==> config.mk <==
export PLATFORM = sky130hd
export DESIGN_NAME = adder_avst_param
export DESIGN_NICKNAME = d
export VERILOG_FILES = /design/src/rtl/adder_avst_pkg.sv /design/src/rtl/avst_beat_serializer.sv /design/src/rtl/adder_avst_param.sv
export SDC_FILE = /design/constraint.sdc
export NUM_CORES = 1
export LEC_CHECK = 0
export CORE_UTILIZATION = 64
export CTS_CLUSTER_DIAMETER = 50
export CTS_CLUSTER_SIZE = 30
export DETAILED_ROUTE_END_ITERATION = 8
export GPL_TIMING_DRIVEN = 0
export PLACE_DENSITY = 0.85
export SYNTH_ARGS = -nofsm -noshare
export SYNTH_HDL_FRONTEND = slang
export SYNTH_SLANG_ARGS = --single-unit
==> constraint.sdc <==
create_clock -name clk -period 4.2 [get_ports clk]
set_input_delay 0.63 -clock clk [delete_from_list [all_inputs] [get_ports clk]]
set_output_delay 0.63 -clock clk [all_outputs]
set_load 0.02 [all_outputs]
==> src/rtl/adder_avst_pkg.sv <==
// Shared types and derived-constant helpers for the streaming accumulator.
package adder_avst_pkg;

    typedef enum logic {
        ACCUM = 1'b0,
        EMIT  = 1'b1
    } state_t;

    function automatic int calc_nbeats(input int sum_w, input int data_w);
        return sum_w / data_w;
    endfunction

    // Beat counter width; a single-beat result still needs a 1-bit counter.
    function automatic int calc_beat_w(input int nbeats);
        return (nbeats > 1) ? $clog2(nbeats) : 1;
    endfunction

endpackage

==> src/rtl/avst_beat_serializer.sv <==
// Loads a SUM_W result word plus overflow flag and streams it out MSB slice first
// as registered DATA_W beats with sop/end framing and valid/ready flow control.
module avst_beat_serializer
    import adder_avst_pkg::*;
#(
    parameter int DATA_W = 8,
    parameter int SUM_W  = 32
) (
    input  logic              clk,
    input  logic              reset,
    input  logic              load,
    input  logic [SUM_W-1:0]  word_in,
    input  logic              ovf_in,
    output logic [DATA_W-1:0] data_out,
    output logic              sop_out,
    output logic              end_out,
    output logic              ovf_out,
    output logic              valid_out,
    input  logic              ready_out,
    output logic              last_done
);

    localparam int NBEATS = calc_nbeats(SUM_W, DATA_W);
    localparam int BEAT_W = calc_beat_w(NBEATS);

    logic [SUM_W-1:0]  shreg;
    logic [SUM_W-1:0]  shifted;
    logic [BEAT_W-1:0] beat;
    logic [BEAT_W-1:0] beat_next;
    logic              ovf_hold;
    logic              advance;

    assign advance   = valid_out && ready_out;
    assign last_done = advance && end_out;
    assign shifted   = shreg << DATA_W;
    assign beat_next = beat + BEAT_W'(1);

    // NOTE: every register here is sequential state, so all updates use <= to
    // sample pre-edge values; blocking assignments would race between flops.
    always_ff @(posedge clk) begin
        if (reset) begin
            shreg     <= '0;
            beat      <= '0;
            ovf_hold  <= 1'b0;
            data_out  <= '0;
            sop_out   <= 1'b0;
            end_out   <= 1'b0;
            ovf_out   <= 1'b0;
            valid_out <= 1'b0;
        end else if (load) begin
            shreg     <= word_in;
            beat      <= '0;
            ovf_hold  <= ovf_in;
            data_out  <= word_in[SUM_W-1 -: DATA_W];
            sop_out   <= 1'b1;
            end_out   <= (NBEATS == 1);
            ovf_out   <= (NBEATS == 1) ? ovf_in : 1'b0;
            valid_out <= 1'b1;
        end else if (advance) begin
            if (end_out) begin
                data_out  <= '0;
                sop_out   <= 1'b0;
                end_out   <= 1'b0;
                ovf_out   <= 1'b0;
                valid_out <= 1'b0;
                beat      <= '0;
            end else begin
                shreg    <= shifted;
                beat     <= beat_next;
                data_out <= shifted[SUM_W-1 -: DATA_W];
                sop_out  <= 1'b0;
                end_out  <= (beat_next == BEAT_W'(NBEATS - 1));
                ovf_out  <= (beat_next == BEAT_W'(NBEATS - 1)) && ovf_hold;
            end
        end
    end

endmodule

==> src/rtl/adder_avst_param.sv <==
// Packet accumulator: sums input beats (signed or unsigned, modulo 2^SUM_W) until
// end_in, then hands the total and a sticky overflow flag to the beat serializer.
module adder_avst_param
    import adder_avst_pkg::*;
#(
    parameter int DATA_W = 8,
    parameter int SUM_W  = 32,
    parameter int SIGNED = 0
) (
    input  logic              clk,
    input  logic              reset,
    input  logic [DATA_W-1:0] data_in,
    input  logic              end_in,
    input  logic              valid_in,
    output logic              ready_in,
    output logic [DATA_W-1:0] data_out,
    output logic              sop_out,
    output logic              end_out,
    output logic              ovf_out,
    output logic              valid_out,
    input  logic              ready_out
);

    state_t           state;
    logic [SUM_W-1:0] sum;
    logic             ovf;
    logic [SUM_W-1:0] ext;
    logic [SUM_W-1:0] sum_next;
    logic             carry;
    logic             ovf_step;
    logic             ovf_next;
    logic             accept;
    logic             last_done;

    assign ext = (SIGNED != 0) ? SUM_W'($signed(data_in)) : SUM_W'(data_in);
    assign {carry, sum_next} = {1'b0, sum} + {1'b0, ext};

    // Signed overflow: operands share a sign that the result does not.
    assign ovf_step = (SIGNED != 0)
                    ? ((sum[SUM_W-1] == ext[SUM_W-1]) && (sum_next[SUM_W-1] != sum[SUM_W-1]))
                    : carry;
    assign ovf_next = ovf | ovf_step;
    assign accept   = valid_in && ready_in;

    always_ff @(posedge clk) begin
        if (reset) begin
            state    <= ACCUM;
            sum      <= '0;
            ovf      <= 1'b0;
            ready_in <= 1'b1;
        end else begin
            case (state)
                ACCUM: if (accept) begin
                    sum <= sum_next;
                    ovf <= ovf_next;
                    if (end_in) begin
                        state    <= EMIT;
                        ready_in <= 1'b0;
                    end
                end
                EMIT: if (last_done) begin
                    state    <= ACCUM;
                    sum      <= '0;
                    ovf      <= 1'b0;
                    ready_in <= 1'b1;
                end
                default: begin
                    state    <= ACCUM;
                    ready_in <= 1'b1;
                end
            endcase
        end
    end

    avst_beat_serializer #(
        .DATA_W (DATA_W),
        .SUM_W  (SUM_W)
    ) u_serializer (
        .clk       (clk),
        .reset     (reset),
        .load      (accept && end_in),
        .word_in   (sum_next),
        .ovf_in    (ovf_next),
        .data_out  (data_out),
        .sop_out   (sop_out),
        .end_out   (end_out),
        .ovf_out   (ovf_out),
        .valid_out (valid_out),
        .ready_out (ready_out),
        .last_done (last_done)
    );

endmodule
; ---- Word level (Yosys, flattened, before mapping)
; Cells that the tools add are included.
[totals]
ff_bits = 74
ram_bits = 0
memories = 0
latchBits = 0
word_cells = 61
rom_bits = 0
[op_classes]
n_lt_le_gt_ge = 0
n_mux = 28
n_reduce_logical = 12
div_mod_pow = 0
addsub = 2
n_mul = 0
eq_ne = 5
shifts = 0
n_bitwise = 2
[op_table]
columns = op, count
row1 = two-way mux 24 bit, 3
row2 = two-way mux 32 bit, 2
row3 = one-hot mux 32 bit (2 select lines), 1
row4 = adder 32 x 8 -> 33 bit, 1
row5 = two-way mux 8 bit, 3
row6 = two-way mux 1 bit, 15
row7 = one-hot mux 1 bit (2 select lines), 3
row8 = AND reduction 2 bit, 3
row9 = logical AND 1 bit, 5
row10 = "!= test 2 x 1 -> 1 bit, second input constant", 2
row11 = "!= test 2 bit, second input constant", 2
row12 = nonzero test 2 bit, 2
row13 = AND reduction 3 bit, 1
row14 = "adder 2 x 1 -> 2 bit, second input constant", 1
row15 = "== test 2 bit, second input constant", 1
row16 = two-way mux 2 bit, 1
row17 = OR reduction 2 bit, 1
row18 = NOT 1 bit, 1
row19 = OR 1 bit, 1

; ---- Logic depth before layout (Yosys ltp)
[logic_depth]
word_depth = 4
depth_mapped = 9
ltp_nobuf = 8

; ---- Hierarchy
; From an unflattened synthesis, not the netlist that was laid out.
[hier_totals]
cells_unflattened = 492
area_unflattened_um2 = 4126.5
[by_module_without_submodules]
columns = mod, area_per_inst_um2, seq_area_each_um2, cells_each, n_inst
row1 = adder_avst_param, 2361.0, 700.7, 291, 1
row2 = avst_beat_serializer, 1765.4, 780.7, 201, 1

; ---- Worst setup path after synthesis
; OpenSTA, ideal clock, no wires.
[synth_timing]
kind = in2reg
startpoint = input port data_in[0]
endpoint = register u_serializer.data_out[6]
setup_slack_ns = 1.536
required_time_ns = 4.105
stages = 9
arrival_ns = 2.569
cell_sequence = ha_1 > inv_1 > fa_1 > nor2b_1 > o31ai_2 > buf_2 > a2111o_1 > xor2_1 > a221oi_1
[synth_via]
elab_chain_cells = 2
[synth_rtl]
columns = element, line
row1 = "start, declared", adder_avst_param.sv:12  ; input logic [DATA_W-1:0] data_in,
row2 = adder 32 x 8 -> 33 bit, adder_avst_param.sv:36  ; assign {carry, sum_next} = {1'b0, sum} + {1'b0, ext};
row3 = two-way mux 8 bit, avst_beat_serializer.sv:50  ; end else if (load) begin
row4 = "end signal, assigned", avst_beat_serializer.sv:54  ; data_out <= word_in[SUM_W-1 -: DATA_W];
row5 = "end signal, assigned", avst_beat_serializer.sv:70  ; data_out <= shifted[SUM_W-1 -: DATA_W];
row6 = "end, declared", avst_beat_serializer.sv:14  ; output logic [DATA_W-1:0] data_out,
; Every way passes these cells.
; A chain may end at the register's enable or synchronous reset.

; ---- Worst setup path after layout
[layout_timing]
startpoint = input port data_in[0]
endpoint = register sum[10]
[layout_via]
elab_chain_cells = 3
[layout_rtl]
columns = element, line
row1 = adder 32 x 8 -> 33 bit, adder_avst_param.sv:36
row2 = two-way mux 32 bit, adder_avst_param.sv:53  ; ACCUM: if (accept) begin
row3 = one-hot mux 32 bit (2 select lines), adder_avst_param.sv:52  ; case (state)
row4 = "end signal, assigned", adder_avst_param.sv:54  ; sum <= sum_next;
row5 = "end, declared", adder_avst_param.sv:25  ; logic [SUM_W-1:0] sum;
; Every way passes these cells. The select of a mux whose other input is x is not followed.

==> reports/results.tsv <==
stage	metric	value	unit
worst_hold_path	Hold Path Class	flip-flop to flip-flop	
die	die area	6970	sq um
synthesis	syn nets	505	
pwr	Leakage	1.59	nW
detailed_routing	Antenna Violating Nets Remaining	0	
sta	total negative setup slack	0	ns
sta	Final Hold Fails	0	
global_route	GR Util met3	0.0475	
die	die height	83.5	um
sta	min Tclk post-route	3.19	ns
outcome	status	completed	
pwr	Max VDD drop	0.000272	V
clock_network	CTS root buffer	clkbuf_8	
finish	nets@finish	541	
detailed_routing	DR WL/cell	19.2	um
global_route	Total GRT Usage	0.343	
setup_path	cell breakdown of the critical path	clkdlybuf4s50_1, ha_1, inv_1, fa_1, nor2b_1, o31ai_2, buf_2, a211oi_1, xnor2_1, o21ai_0	
setup_path	kind of critical path	input port to flip-flop	
placement	I/O Buffers	25	
synthesis	Yosys Warn Count	0	
synthesis	mapped cell area	4250	sq um
synthesis	number of enable flip-flop cells after synthesis	0	
synthesis	register area share after synthesis	0.349	
placement	placed insts	584	
sta	Max transition margin	0.438	
sta	fin. max-slew vios	0	
setup_path	Max FO, Critical Path	10	
sta	Max Clock Skew	0.00643	ns
detailed_routing	total number of vias	4027	
clock_network	CTS-repair resized insts	0	
detailed_routing	Vias/cell	6.72	
clock_network	TritonCTS clock tree	done	
finish	area growth from synthesis to layout	13.8	%
detailed_routing	DR pass1 iterations	5	
finish	Ant. Diodes	0	
clock_network	post-CTS setup buffers	0	
detailed_routing	Routed WL	11500	um
sta	max frequency	313	MHz
pwr	Cell Pwr Density	367	nW/um^2
synthesis	leading post-synthesis cells by cell area	dfxtp_1 (35%), a211oi_1 (6.2%), xnor2_1 (4.5%)	
global_route	antenna violations before repair	0	
synthesis	syn_area_per_cell	8.82	sq um
die	FP Rows	29	
sta	final period utilization	0.760	
synthesis	Synth top area share	0.349	
sta	unrepaired setup endpoints after global routing	no	
global_route	M1 GR Usage	0.465	
placement	Post-DP HPWL	8220	um
die	die width	83.5	um
sta	Fin Hold WS	0.463	ns
finish	Core Util, Final	0.757	
synthesis	share of flip-flops with an asynchronous set or reset	0	
setup_path	slowest cell on the critical path	o31ai_2	
detailed_routing	DRC violations left	0	
synthesis	Yosys cell types	66	
global_route	met2 Track Usage GR	0.549	
clock_network	cts hold-fix bufs	0	
global_route	largest net degree at the start of global routing	14	
global_route	vias in the first global route	3792	
setup_path	arrival time at the worst endpoint	3.42	ns
run	max_cap viols	0	
die	num ports	26	
global_route	first-pass GRT wire length	18900	um
synthesis	main flop type after synthesis	dfxtp_1	
synthesis	synthesized flop and latch total	74	
clock_network	Inserted Clock Buffers	9	
die	Initial Utilization	0.665	
placement	RePlAce Congestion	0.909	
global_route	busiest grt layer	met2	
global_route	total global routing overflow	0	
setup_path	Crit path required time	4.42	ns
finish	share of cells above drive strength 1	0.0881	
sta	endpoints failing setup	0	
die	Core ar.	6390	sq um
setup_path	CP startpoint kind	input port	
sta	slew of the pin with the lowest slew margin	0.837	ns
clock_network	clock-pin slew on the worst setup and hold paths	0.08	ns
finish	fin cells	599	
clock_network	# clock sinks	74	
setup_path	critical path's largest stage delay	0.68	ns
setup_path	critical path endpoint category	flip-flop	
clock_network	latest clock arrival within the worst-skew pair	0.36	ns
synthesis	Post-Syn Instances	482	
clock_network	Longest Clk Path Bufs	2	
clock_network	H-tree depth	3	
synthesis	Synth area leader	dfxtp_1	
detailed_routing	Initial DRC Count	377	
==> Yosys cell counts, drive strengths merged (5+ instances only) <==
master and number:
clkbuf 33, inv 9, nand3b 12, o21ai 16, and3 5, dfxtp 74, a2111oi 10, nand2b 8
ha 9, nand3 13, a211oi 37, nor2 32, a221oi 8, a21o 7, nand2 29, a31oi 10
nor2b 19, a22oi 9, buf 8, a21oi 37, nand4 6, xnor2 22, nor3 11
==> per-layer routing <==
layer | part of all wire | up-vias
li1 | - | 1877
met4 | 0.029 | 0
met2 | 0.47 | 168
met3 | 0.070 | 28
met1 | 0.43 | 1954
met5 | 0 | -
==> through the flow <==
stage	worst slack, ns	total power, mW	cell area [sq um]
final	1.01	1.77	4830
after global routing	0.825	1.83	4830
after CTS	1.02	1.77	4830
after detailed placement	0.666	1.10	4600
after global placement	0.727	1.09	4600
after floorplan	1.54	0.997	4250
==> kinds of logic (layout without fill, tap and decap cells) <==
group | Yosys count | count (layout) | synth area share
adders and majority gates | 10 | 10 | 0.0312
muxes | 5 | 5 | 0.0121
and+or+nand+nor | 156 | 156 | 0.201
xor gates and xnor gates | 26 | 26 | 0.0536
DFF | 74 | 74 | 0.349
AOI/OAI and AO/OA | 161 | 161 | 0.306
buffers and inverters | 50 | 90 | 0.0483
==> critical path: cells and delay by family <==
kind,cells,cell delay [ns]
buffers and inverters,3,0.87
AND/OR/NAND/NOR,1,0.09
XOR/XNOR,1,0.41
adder cells (fa/ha/maj),2,0.44
AO/OA/AOI/OAI,3,0.97
==> cell type report <==
class / instances / area, sq um
plain buffers: 41 / 171
clock inverters: 6 / 115
inverters: 9 / 33.8
multi-input cells: 358 / 2560
well taps: 77 / 96.3
flip-flops and latches: 74 / 1480
repair buffers: 25 / 250
clock buffers: 9 / 124
fillers: 476 / 1550
==> layout by cell type (no fill, tap or decap), types with 8 or more instances in the layout <==
master | synthesis | routed
a211oi_1 | 35 | 35
a21oi_1 | 36 | 36
a22oi_1 | 9 | 9
a31oi_1 | 10 | 10
clkbuf_1 | 32 | 32
clkbuf_8 | 0 | 9
clkdlybuf4s50_1 | 0 | 25
dfxtp_1 | 74 | 74
ha_1 | 9 | 9
inv_1 | 9 | 9
nand2_1 | 28 | 28
nand2b_1 | 8 | 8
nand3_1 | 13 | 13
nand3b_1 | 12 | 12
nor2_1 | 32 | 32
nor2b_1 | 19 | 19
nor3_1 | 10 | 10
o21ai_0 | 16 | 16
xnor2_1 | 22 | 22
==> path summary, 6_finish.rpt <==
kind / from / to / slack [ns] / cells after the start
worst max-delay path: data_in[0] / sum[10]$_SDFFE_PP0P_ / 1.01 / 10
worst min-delay path: sum[7]$_SDFFE_PP0P_ / sum[7]$_SDFFE_PP0P_ / 0.46 / 2
worst max register to register: sum[0]$_SDFFE_PP0P_ / sum[10]$_SDFFE_PP0P_ / 1.39 / 9
worst min register to register: sum[7]$_SDFFE_PP0P_ / sum[7]$_SDFFE_PP0P_ / 0.46 / 2
==> sequential cells by signal (all words and copies together) (netlist names) <==
register / count
u_serializer.ovf_hold: 1
ready_in: 1
u_serializer.valid_out: 1
ovf: 1
u_serializer.sop_out: 1
u_serializer.end_out: 1
state: 1
u_serializer.beat: 2
u_serializer.ovf_out: 1
u_serializer.data_out: 8
u_serializer.shreg: 24
sum: 32
==> power by group <==
group	switching, mW	total, mW	internal (mW)
Clock	0.291	0.686	0.394
Combinational	0.206	0.327	0.121
Sequential	0.0235	0.762	0.739
Note: power is estimated with default switching activity, not from simulation.
